File: config.mk
export PLATFORM = sky130hd
export DESIGN_NAME = tdma_txdp_dispatch
export DESIGN_NICKNAME = d
export VERILOG_FILES = /design/src/rtl/tdma_pkg.sv /design/src/rtl/tdma_rr_arbiter.sv /design/src/rtl/tdma_txdp_dispatch.sv
export SDC_FILE = /design/constraint.sdc
export NUM_CORES = 1
export LEC_CHECK = 0
export CORE_AREA = 2 2 172 174
export CTS_CLUSTER_DIAMETER = 50
export DETAILED_ROUTE_END_ITERATION = 7
export DIE_AREA = 0 0 174 176
export GPL_TIMING_DRIVEN = 0
export PLACE_DENSITY_LB_ADDON = 0.1
export SLEW_MARGIN = 15
export SYNTH_ARGS = -nofsm -noshare
export SYNTH_HDL_FRONTEND = slang
export SYNTH_SLANG_ARGS = --single-unit
File: constraint.sdc
create_clock -name clk -period 10.5 [get_ports clk]
set_input_delay 1.575 -clock clk [delete_from_list [all_inputs] [get_ports clk]]
set_output_delay 1.575 -clock clk [all_outputs]
set_load 0.02 [all_outputs]
File: src/rtl/tdma_pkg.sv
// Shared definitions for the TDMA TXDP dispatch slice.
//   state_t      : dispatcher FSM states
//   SINGLE_RD/WR : IPIC-lite transaction type codes
//   AR_Q0_TXDP   : register address of queue 0's TXDP register
//   TXDP_STRIDE  : byte spacing between per-queue TXDP registers
//   txdp_addr()  : TXDP register address for a queue index
package tdma_pkg;

  typedef enum logic [1:0] {
    IDLE,
    FETCH,
    RECYCLE,
    WAIT
  } state_t;

  localparam logic [2:0]  SINGLE_RD   = 3'd2;
  localparam logic [2:0]  SINGLE_WR   = 3'd3;
  localparam logic [31:0] AR_Q0_TXDP  = 32'h0000_0800;
  localparam logic [31:0] TXDP_STRIDE = 32'd4;

  function automatic logic [31:0] txdp_addr(input logic [3:0] q);
    return AR_Q0_TXDP + TXDP_STRIDE * {28'd0, q};
  endfunction

endpackage

File: src/rtl/tdma_rr_arbiter.sv
// Combinational round-robin search: returns the first set bit of req at or
// after ptr, wrapping modulo NUM_QUEUES.
//   req       : per-queue request vector
//   ptr       : search start index (must be < NUM_QUEUES)
//   gnt_idx   : granted queue index (0 when nothing granted)
//   gnt_valid : some request was found
module tdma_rr_arbiter
  import tdma_pkg::*;
#(
  parameter int unsigned NUM_QUEUES = 8
) (
  input  logic [NUM_QUEUES-1:0] req,
  input  logic [3:0]            ptr,
  output logic [3:0]            gnt_idx,
  output logic                  gnt_valid
);

  logic [NUM_QUEUES-1:0] req_rot;
  int unsigned           sum;

  always_comb begin
    // Rotate so that bit 0 corresponds to queue ptr; a fixed priority scan
    // from bit 0 is then the round-robin search.
    req_rot   = NUM_QUEUES'({req, req} >> ptr);
    gnt_idx   = '0;
    gnt_valid = 1'b0;
    sum       = 0;
    for (int unsigned i = 0; i < NUM_QUEUES; i++) begin
      if (!gnt_valid && req_rot[i]) begin
        sum = int'(ptr) + i;
        if (sum >= NUM_QUEUES) sum = sum - NUM_QUEUES;
        gnt_valid = 1'b1;
        gnt_idx   = 4'(sum);
      end
    end
  end

endmodule

File: src/rtl/tdma_txdp_dispatch.sv
// Multi-queue TXDP dispatcher. Counts per-queue send requests, serves queues
// in round-robin order, pops a descriptor from the served queue's FIFO,
// writes it to that queue's TXDP register over IPIC-lite, and pushes the
// descriptor back to the FIFO.
//   clk, reset                    : clock, async active-high reset
//   send_req, clear_err           : request pulses, sticky-error clear
//   txfifo_*                      : descriptor FIFO pop / push-back handshake
//   ipic_*, write_addr/data_lite  : IPIC-lite single-write master interface
//   pending_cnt, active_q, busy   : status
//   overflow_err, timeout_err     : sticky error flags
module tdma_txdp_dispatch
  import tdma_pkg::*;
#(
  parameter int unsigned ADDR_WIDTH     = 32,
  parameter int unsigned DATA_WIDTH     = 32,
  parameter int unsigned NUM_QUEUES     = 8,
  parameter int unsigned CNT_WIDTH      = 3,
  parameter int unsigned TIMEOUT_CYCLES = 1023
) (
  input  logic                             clk,
  input  logic                             reset,
  input  logic [NUM_QUEUES-1:0]            send_req,
  input  logic                             clear_err,
  input  logic [NUM_QUEUES*DATA_WIDTH-1:0] txfifo_dread,
  input  logic [NUM_QUEUES-1:0]            txfifo_valid,
  output logic [NUM_QUEUES-1:0]            txfifo_rd_en,
  output logic [NUM_QUEUES-1:0]            txfifo_wr_start,
  output logic [DATA_WIDTH-1:0]            txfifo_wr_data,
  input  logic [NUM_QUEUES-1:0]            txfifo_wr_done,
  output logic [2:0]                       ipic_type_lite,
  output logic                             ipic_start_lite,
  input  logic                             ipic_done_lite_wire,
  output logic [ADDR_WIDTH-1:0]            write_addr_lite,
  output logic [DATA_WIDTH-1:0]            write_data_lite,
  output logic [NUM_QUEUES*CNT_WIDTH-1:0]  pending_cnt,
  output logic [3:0]                       active_q,
  output logic                             busy,
  output logic [NUM_QUEUES-1:0]            overflow_err,
  output logic                             timeout_err
);

  localparam int unsigned     TMO_W    = $clog2(TIMEOUT_CYCLES + 1);
  localparam logic [TMO_W-1:0] TMO_LAST = TMO_W'(TIMEOUT_CYCLES - 1);
  localparam logic [3:0]      LAST_Q   = 4'(NUM_QUEUES - 1);

  state_t                  state_q, state_d;
  logic [3:0]              active_q_q, active_q_d;
  logic [3:0]              ptr_q, ptr_d;
  logic [CNT_WIDTH-1:0]    cnt_q [NUM_QUEUES];
  logic [CNT_WIDTH-1:0]    cnt_d [NUM_QUEUES];
  logic [NUM_QUEUES-1:0]   rd_en_q, rd_en_d;
  logic [NUM_QUEUES-1:0]   wr_start_q, wr_start_d;
  logic [NUM_QUEUES-1:0]   ovf_q, ovf_d;
  logic                    tmo_err_q, tmo_err_d;
  logic                    ipic_start_q, ipic_start_d;
  logic [2:0]              ipic_type_q, ipic_type_d;
  logic [ADDR_WIDTH-1:0]   waddr_q, waddr_d;
  logic [DATA_WIDTH-1:0]   wdata_q, wdata_d;
  logic                    ipic_seen_q, ipic_seen_d;
  logic                    fifo_seen_q, fifo_seen_d;
  logic [TMO_W-1:0]        tmo_q, tmo_d;

  logic [NUM_QUEUES-1:0]   req_vec;
  logic [NUM_QUEUES-1:0]   act_oh;
  logic [3:0]              gnt_idx;
  logic                    gnt_valid;
  logic                    sel_valid, sel_wr_done;
  logic [DATA_WIDTH-1:0]   head;
  logic [3:0]              ptr_next;
  logic                    finish, tmo_hit;

  tdma_rr_arbiter #(.NUM_QUEUES(NUM_QUEUES)) u_arb (
    .req       (req_vec),
    .ptr       (ptr_q),
    .gnt_idx   (gnt_idx),
    .gnt_valid (gnt_valid)
  );

  always_comb begin
    act_oh      = NUM_QUEUES'(1) << active_q_q;
    sel_valid   = |(txfifo_valid & act_oh);
    sel_wr_done = |(txfifo_wr_done & act_oh);
    ptr_next    = (active_q_q == LAST_Q) ? 4'd0 : active_q_q + 4'd1;
    head        = '0;
    for (int unsigned q = 0; q < NUM_QUEUES; q++) begin
      req_vec[q] = (cnt_q[q] != '0);
      if (act_oh[q]) head = txfifo_dread[q*DATA_WIDTH +: DATA_WIDTH];
    end
  end

  always_comb begin
    state_d      = state_q;
    active_q_d   = active_q_q;
    ptr_d        = ptr_q;
    rd_en_d      = '0;
    wr_start_d   = '0;
    ipic_start_d = ipic_start_q;
    ipic_type_d  = ipic_type_q;
    waddr_d      = waddr_q;
    wdata_d      = wdata_q;
    ipic_seen_d  = ipic_seen_q;
    fifo_seen_d  = fifo_seen_q;
    tmo_d        = tmo_q;
    finish       = 1'b0;
    tmo_hit      = 1'b0;

    case (state_q)
      IDLE: begin
        if (gnt_valid) begin
          active_q_d = gnt_idx;
          state_d    = FETCH;
        end
      end
      FETCH: begin
        if (sel_valid) begin
          rd_en_d      = act_oh;
          wdata_d      = head;
          waddr_d      = ADDR_WIDTH'(txdp_addr(active_q_q));
          ipic_type_d  = SINGLE_WR;
          ipic_start_d = 1'b1;
          ipic_seen_d  = 1'b0;
          fifo_seen_d  = 1'b0;
          tmo_d        = '0;
          state_d      = RECYCLE;
        end else begin
          ptr_d   = ptr_next;
          state_d = IDLE;
        end
      end
      RECYCLE, WAIT: begin
        // Completions are captured from RECYCLE on, so a done that arrives
        // alongside the push-back strobe still counts.
        tmo_d = tmo_q + TMO_W'(1);
        if (ipic_done_lite_wire) begin
          ipic_seen_d  = 1'b1;
          ipic_start_d = 1'b0;
        end
        if (sel_wr_done) fifo_seen_d = 1'b1;
        if (state_q == RECYCLE) begin
          wr_start_d = act_oh;
          state_d    = WAIT;
        end else if (ipic_seen_d && fifo_seen_d) begin
          finish = 1'b1;
        end else if (tmo_q == TMO_LAST) begin
          tmo_hit      = 1'b1;
          ipic_start_d = 1'b0;
        end
        if (finish || tmo_hit) begin
          ptr_d   = ptr_next;
          state_d = IDLE;
        end
      end
      default: state_d = IDLE;
    endcase
  end

  always_comb begin
    tmo_err_d = (clear_err ? 1'b0 : tmo_err_q) | tmo_hit;
    for (int unsigned q = 0; q < NUM_QUEUES; q++) begin
      logic inc, dec, sat;
      sat      = (cnt_q[q] == '1);
      inc      = send_req[q] && !sat;
      dec      = (finish || tmo_hit) && act_oh[q];
      cnt_d[q] = cnt_q[q];
      if (inc && !dec)      cnt_d[q] = cnt_q[q] + CNT_WIDTH'(1);
      else if (dec && !inc) cnt_d[q] = cnt_q[q] - CNT_WIDTH'(1);
      ovf_d[q] = (clear_err ? 1'b0 : ovf_q[q]) | (send_req[q] && sat);
    end
  end

  always_ff @(posedge clk or posedge reset) begin
    if (reset) begin
      state_q      <= IDLE;
      active_q_q   <= '0;
      ptr_q        <= '0;
      rd_en_q      <= '0;
      wr_start_q   <= '0;
      ovf_q        <= '0;
      tmo_err_q    <= 1'b0;
      ipic_start_q <= 1'b0;
      ipic_type_q  <= '0;
      waddr_q      <= '0;
      wdata_q      <= '0;
      ipic_seen_q  <= 1'b0;
      fifo_seen_q  <= 1'b0;
      tmo_q        <= '0;
      for (int unsigned q = 0; q < NUM_QUEUES; q++) cnt_q[q] <= '0;
    end else begin
      state_q      <= state_d;
      active_q_q   <= active_q_d;
      ptr_q        <= ptr_d;
      rd_en_q      <= rd_en_d;
      wr_start_q   <= wr_start_d;
      ovf_q        <= ovf_d;
      tmo_err_q    <= tmo_err_d;
      ipic_start_q <= ipic_start_d;
      ipic_type_q  <= ipic_type_d;
      waddr_q      <= waddr_d;
      wdata_q      <= wdata_d;
      ipic_seen_q  <= ipic_seen_d;
      fifo_seen_q  <= fifo_seen_d;
      tmo_q        <= tmo_d;
      for (int unsigned q = 0; q < NUM_QUEUES; q++) cnt_q[q] <= cnt_d[q];
    end
  end

  always_comb begin
    pending_cnt = '0;
    for (int unsigned q = 0; q < NUM_QUEUES; q++) begin
      pending_cnt[q*CNT_WIDTH +: CNT_WIDTH] = cnt_q[q];
    end
  end

  assign txfifo_rd_en    = rd_en_q;
  assign txfifo_wr_start = wr_start_q;
  assign txfifo_wr_data  = wdata_q;
  assign write_data_lite = wdata_q;
  assign write_addr_lite = waddr_q;
  assign ipic_type_lite  = ipic_type_q;
  assign ipic_start_lite = ipic_start_q;
  assign active_q        = active_q_q;
  assign busy            = (state_q != IDLE);
  assign overflow_err    = ovf_q;
  assign timeout_err     = tmo_err_q;

endmodule

==> run metrics <==
Logic pwr share 70.1%; Crit path max-delay family buffers and inverters; Final WS setup 5.83 ns; Worst Clk Skew 0.0107 ns; final RePlAce weighted congestion 0.916; DIE WIDTH 174 um; CTS Buf Count 9; area share of the largest cell type after synthesis 33.1%; hold depth 2; share of the clock period used by the worst path 44.5%; fraction of registers with async set/reset 100%; DRC 0; CP max stage delay 0.46 ns; Max-slew headroom 42.8%; Synth Register Bits 109; CP Depth 13; I/O pins 438; Final Hold Fails 0; Worst-Margin Slew 0.857 ns; Syn Inst Count 994; Layout area overhead 60.7%; non-filler cells, final 1832; CP Class input port to register; clk_lat worst skew 0.36 ns; total power draw 3.97 mW; CP max-delay cell clkdlybuf4s50_1; layout cells sized above 1 8.43%; input/output buffers 409; Post-synth EDFFs 0; Worst Path Required 10.75 ns; number of global-route vias before repair 9241; critical-path maximum fanout 8; top cells by count, synth a21oi_1, nor2_1, dfrtp_1; CTS Buffer Depth 2; Top cell by count, worst path mux2_2; leakage 5.20 nW; Finished Cell Area 13200 sq um; CP Cell Sequence clkdlybuf4s50_1 -> a222oi_1 -> mux2_2 -> a21oi_1 -> o22ai_1 -> o21bai_1 -> and2_1 -> clkbuf_1 -> nand3_1 -> ha_1 -> inv_1 -> fa_1 -> mux2_2; Max Slew Vio Count 0; Seq/Total Area, Yosys 33.1%; Post-Syn Area per Cell 8.29 sq um; Hold Slack 0.486 ns; worst min-delay path startpoint write_addr_lite[2]$_DFFE_PP0P_; Routed WL 42100 um; worst vdd ir 0.121 mV; DP Wirelength 33800 um; top-count cell post-synth a21oi_1; Netlist cell types 71; overall global routing resource usage 26.6%; RSZ-0062 raised after global routing no; FF-to-FF setup slack 6.45 ns; final setup violating endpoints 0; via count 9565; Hold Crit Class register to register; DRT iter0 DRCs 714; clock transition at the registers of the reported paths 0.08 ns; Area after DPL 12900 sq um; maxcap violations 0; Post-CTS Setup Repair Bufs 0; clk sinks 109; core footprint 28500 sq um; f_max 0.214 GHz; pre-CTS WS 5.45 ns; Area contributors post-synth dfrtp_1, a21oi_1, buf_4, nor2_1, o21ai_0; sw frac 50.3%; P_int 1.97 mW; # hold bufs at CTS 0; Critical Path Source Type input port; post-CTS resize count 0; CP endpoint kind register; path depth of the worst reg2reg path 14; Crit path arrival time 4.92 ns; Core Rows 62; Synth Cell Area 8240 sq um; cell accounting for the most synthesized area dfrtp_1; warnings from Yosys 0; setup tns final 0 ns; ys flop type dfrtp_1; switching power total 1.99 mW; crit path buf inv count 3; Placed Cells 1815; CTS H-Tree Depth 3; global-route wire length before repair 61000 um; final net count 1757; 1st-pass router iterations 5; DR WL/cell 23.0 um; ANT nets after route 0; fin crit period 4.67 ns; initial antenna violation count 2; Root Driver clkbuf_16; largest net degree at the start of global routing 70; fin util 46.4%; PwrDens 300 nW/um^2; die height 176 um; power share of the clock group 8.9%; Seq pwr share 21.1%; R2R Path Start active_q[0]$_DFFE_PP0P_; die area 30600 sq um; CP startpoint txfifo_wr_done[1]; grt ovf 0; CTS tree built; Initial Util 28.9%; vias per cell 5.22; status completed
-- placed cells by master, fill, tap and decap left out, types with 5 or more instances in the layout --
cell type	Yosys	routed
a211oi_1	8	8
a21oi_1	140	140
a221oi_1	33	33
a31oi_1	11	11
and2_1	11	11
and3_1	5	5
buf_2	10	10
buf_4	62	62
clkbuf_1	59	60
clkbuf_16	0	9
clkdlybuf4s50_1	0	409
conb_1	1	28
dfrtp_1	109	109
fa_1	8	8
ha_1	23	23
inv_1	38	37
mux2_2	13	13
mux2i_1	6	6
nand2_1	63	63
nand2b_1	6	6
nand3_1	12	12
nand4_1	10	10
nor2_1	110	110
nor2b_1	5	5
nor3_1	16	16
o211ai_1	34	34
o21ai_0	59	59
o22ai_1	5	5
o311ai_0	32	32
xnor2_1	12	12
xor2_1	19	19
-- worst reg2reg max path, cell delays in order (launching register included) --
cell	delay, ns
dfrtp_1	0.45
inv_1	0.15
ha_1	0.40
a222oi_1	0.17
mux2_2	0.31
a21oi_1	0.23
o22ai_1	0.12
o21bai_1	0.16
and2_1	0.14
clkbuf_1	0.44
nand3_1	0.33
ha_1	0.30
inv_1	0.07
fa_1	0.40
mux2_2	0.27
-- worst paths after layout --
| kind | end |
|---|---|
| worst max-delay path | pending_cnt[1]$_DFFE_PP0P_ |
| worst max register to register | pending_cnt[1]$_DFFE_PP0P_ |
| worst min register to register | write_addr_lite[2]$_DFFE_PP0P_ |
| min in group asynchronous | write_addr_lite[11]$_DFFE_PP0P_ |
| max in group asynchronous | txfifo_wr_data[5]$_DFFE_PP0P_ |
| worst min-delay path | write_addr_lite[2]$_DFFE_PP0P_ |
-- flip-flops by register name (all words and copies together) (netlist names), 4 cells and up --
register / cells
txfifo_wr_data: 32
pending_cnt: 24
tmo_q: 10
overflow_err: 8
txfifo_rd_en: 8
txfifo_wr_start: 8
write_addr_lite: 5
active_q: 4
ptr_q: 4
-- final cells by class --
cell class / instances / area, sq um
plain buffers: 137 / 774
clock buffers: 11 / 243
repair buffers: 410 / 4120
well taps: 384 / 480
diodes: 1 / 2.50
inverters: 38 / 148
flip-flops and latches: 109 / 2730
clock inverters: 5 / 48.8
multi-input cells: 737 / 4690
fillers: 2919 / 15300
-- power by group through the flow --
stage	clock, mW	sequential [mW]	combinational (mW)
after detailed placement	0	0.840	2.77
after global routing	0.377	0.868	3.03
after CTS	0.359	0.836	2.78
after floorplan	0	0.945	1.54
after global placement	0	0.839	2.75
final	0.351	0.835	2.78
-- cells by family after synthesis --
| family | share of synthesized area (%) |
|---|---|
| other | 0.0455 |
| buffers and inverters | 11.1 |
| muxes | 3.19 |
| xor gates and xnor gates | 3.30 |
| and+or+nand+nor | 15.6 |
| DFF | 33.1 |
| AOI/OAI and AO/OA | 28.1 |
| adders and majority gates | 5.44 |
-- routing by layer --
layer / part of all wire (%) / track usage (%) / vias to the layer above
met4: 2.6 / 7.91 / 2
li1: - / - / 4431
met3: 6.5 / 4.35 / 60
met5: 0.031 / 0 / -
met1: 45 / 36.9 / 4630
met2: 46 / 42.6 / 442
(Power assumes the default switching activity.)
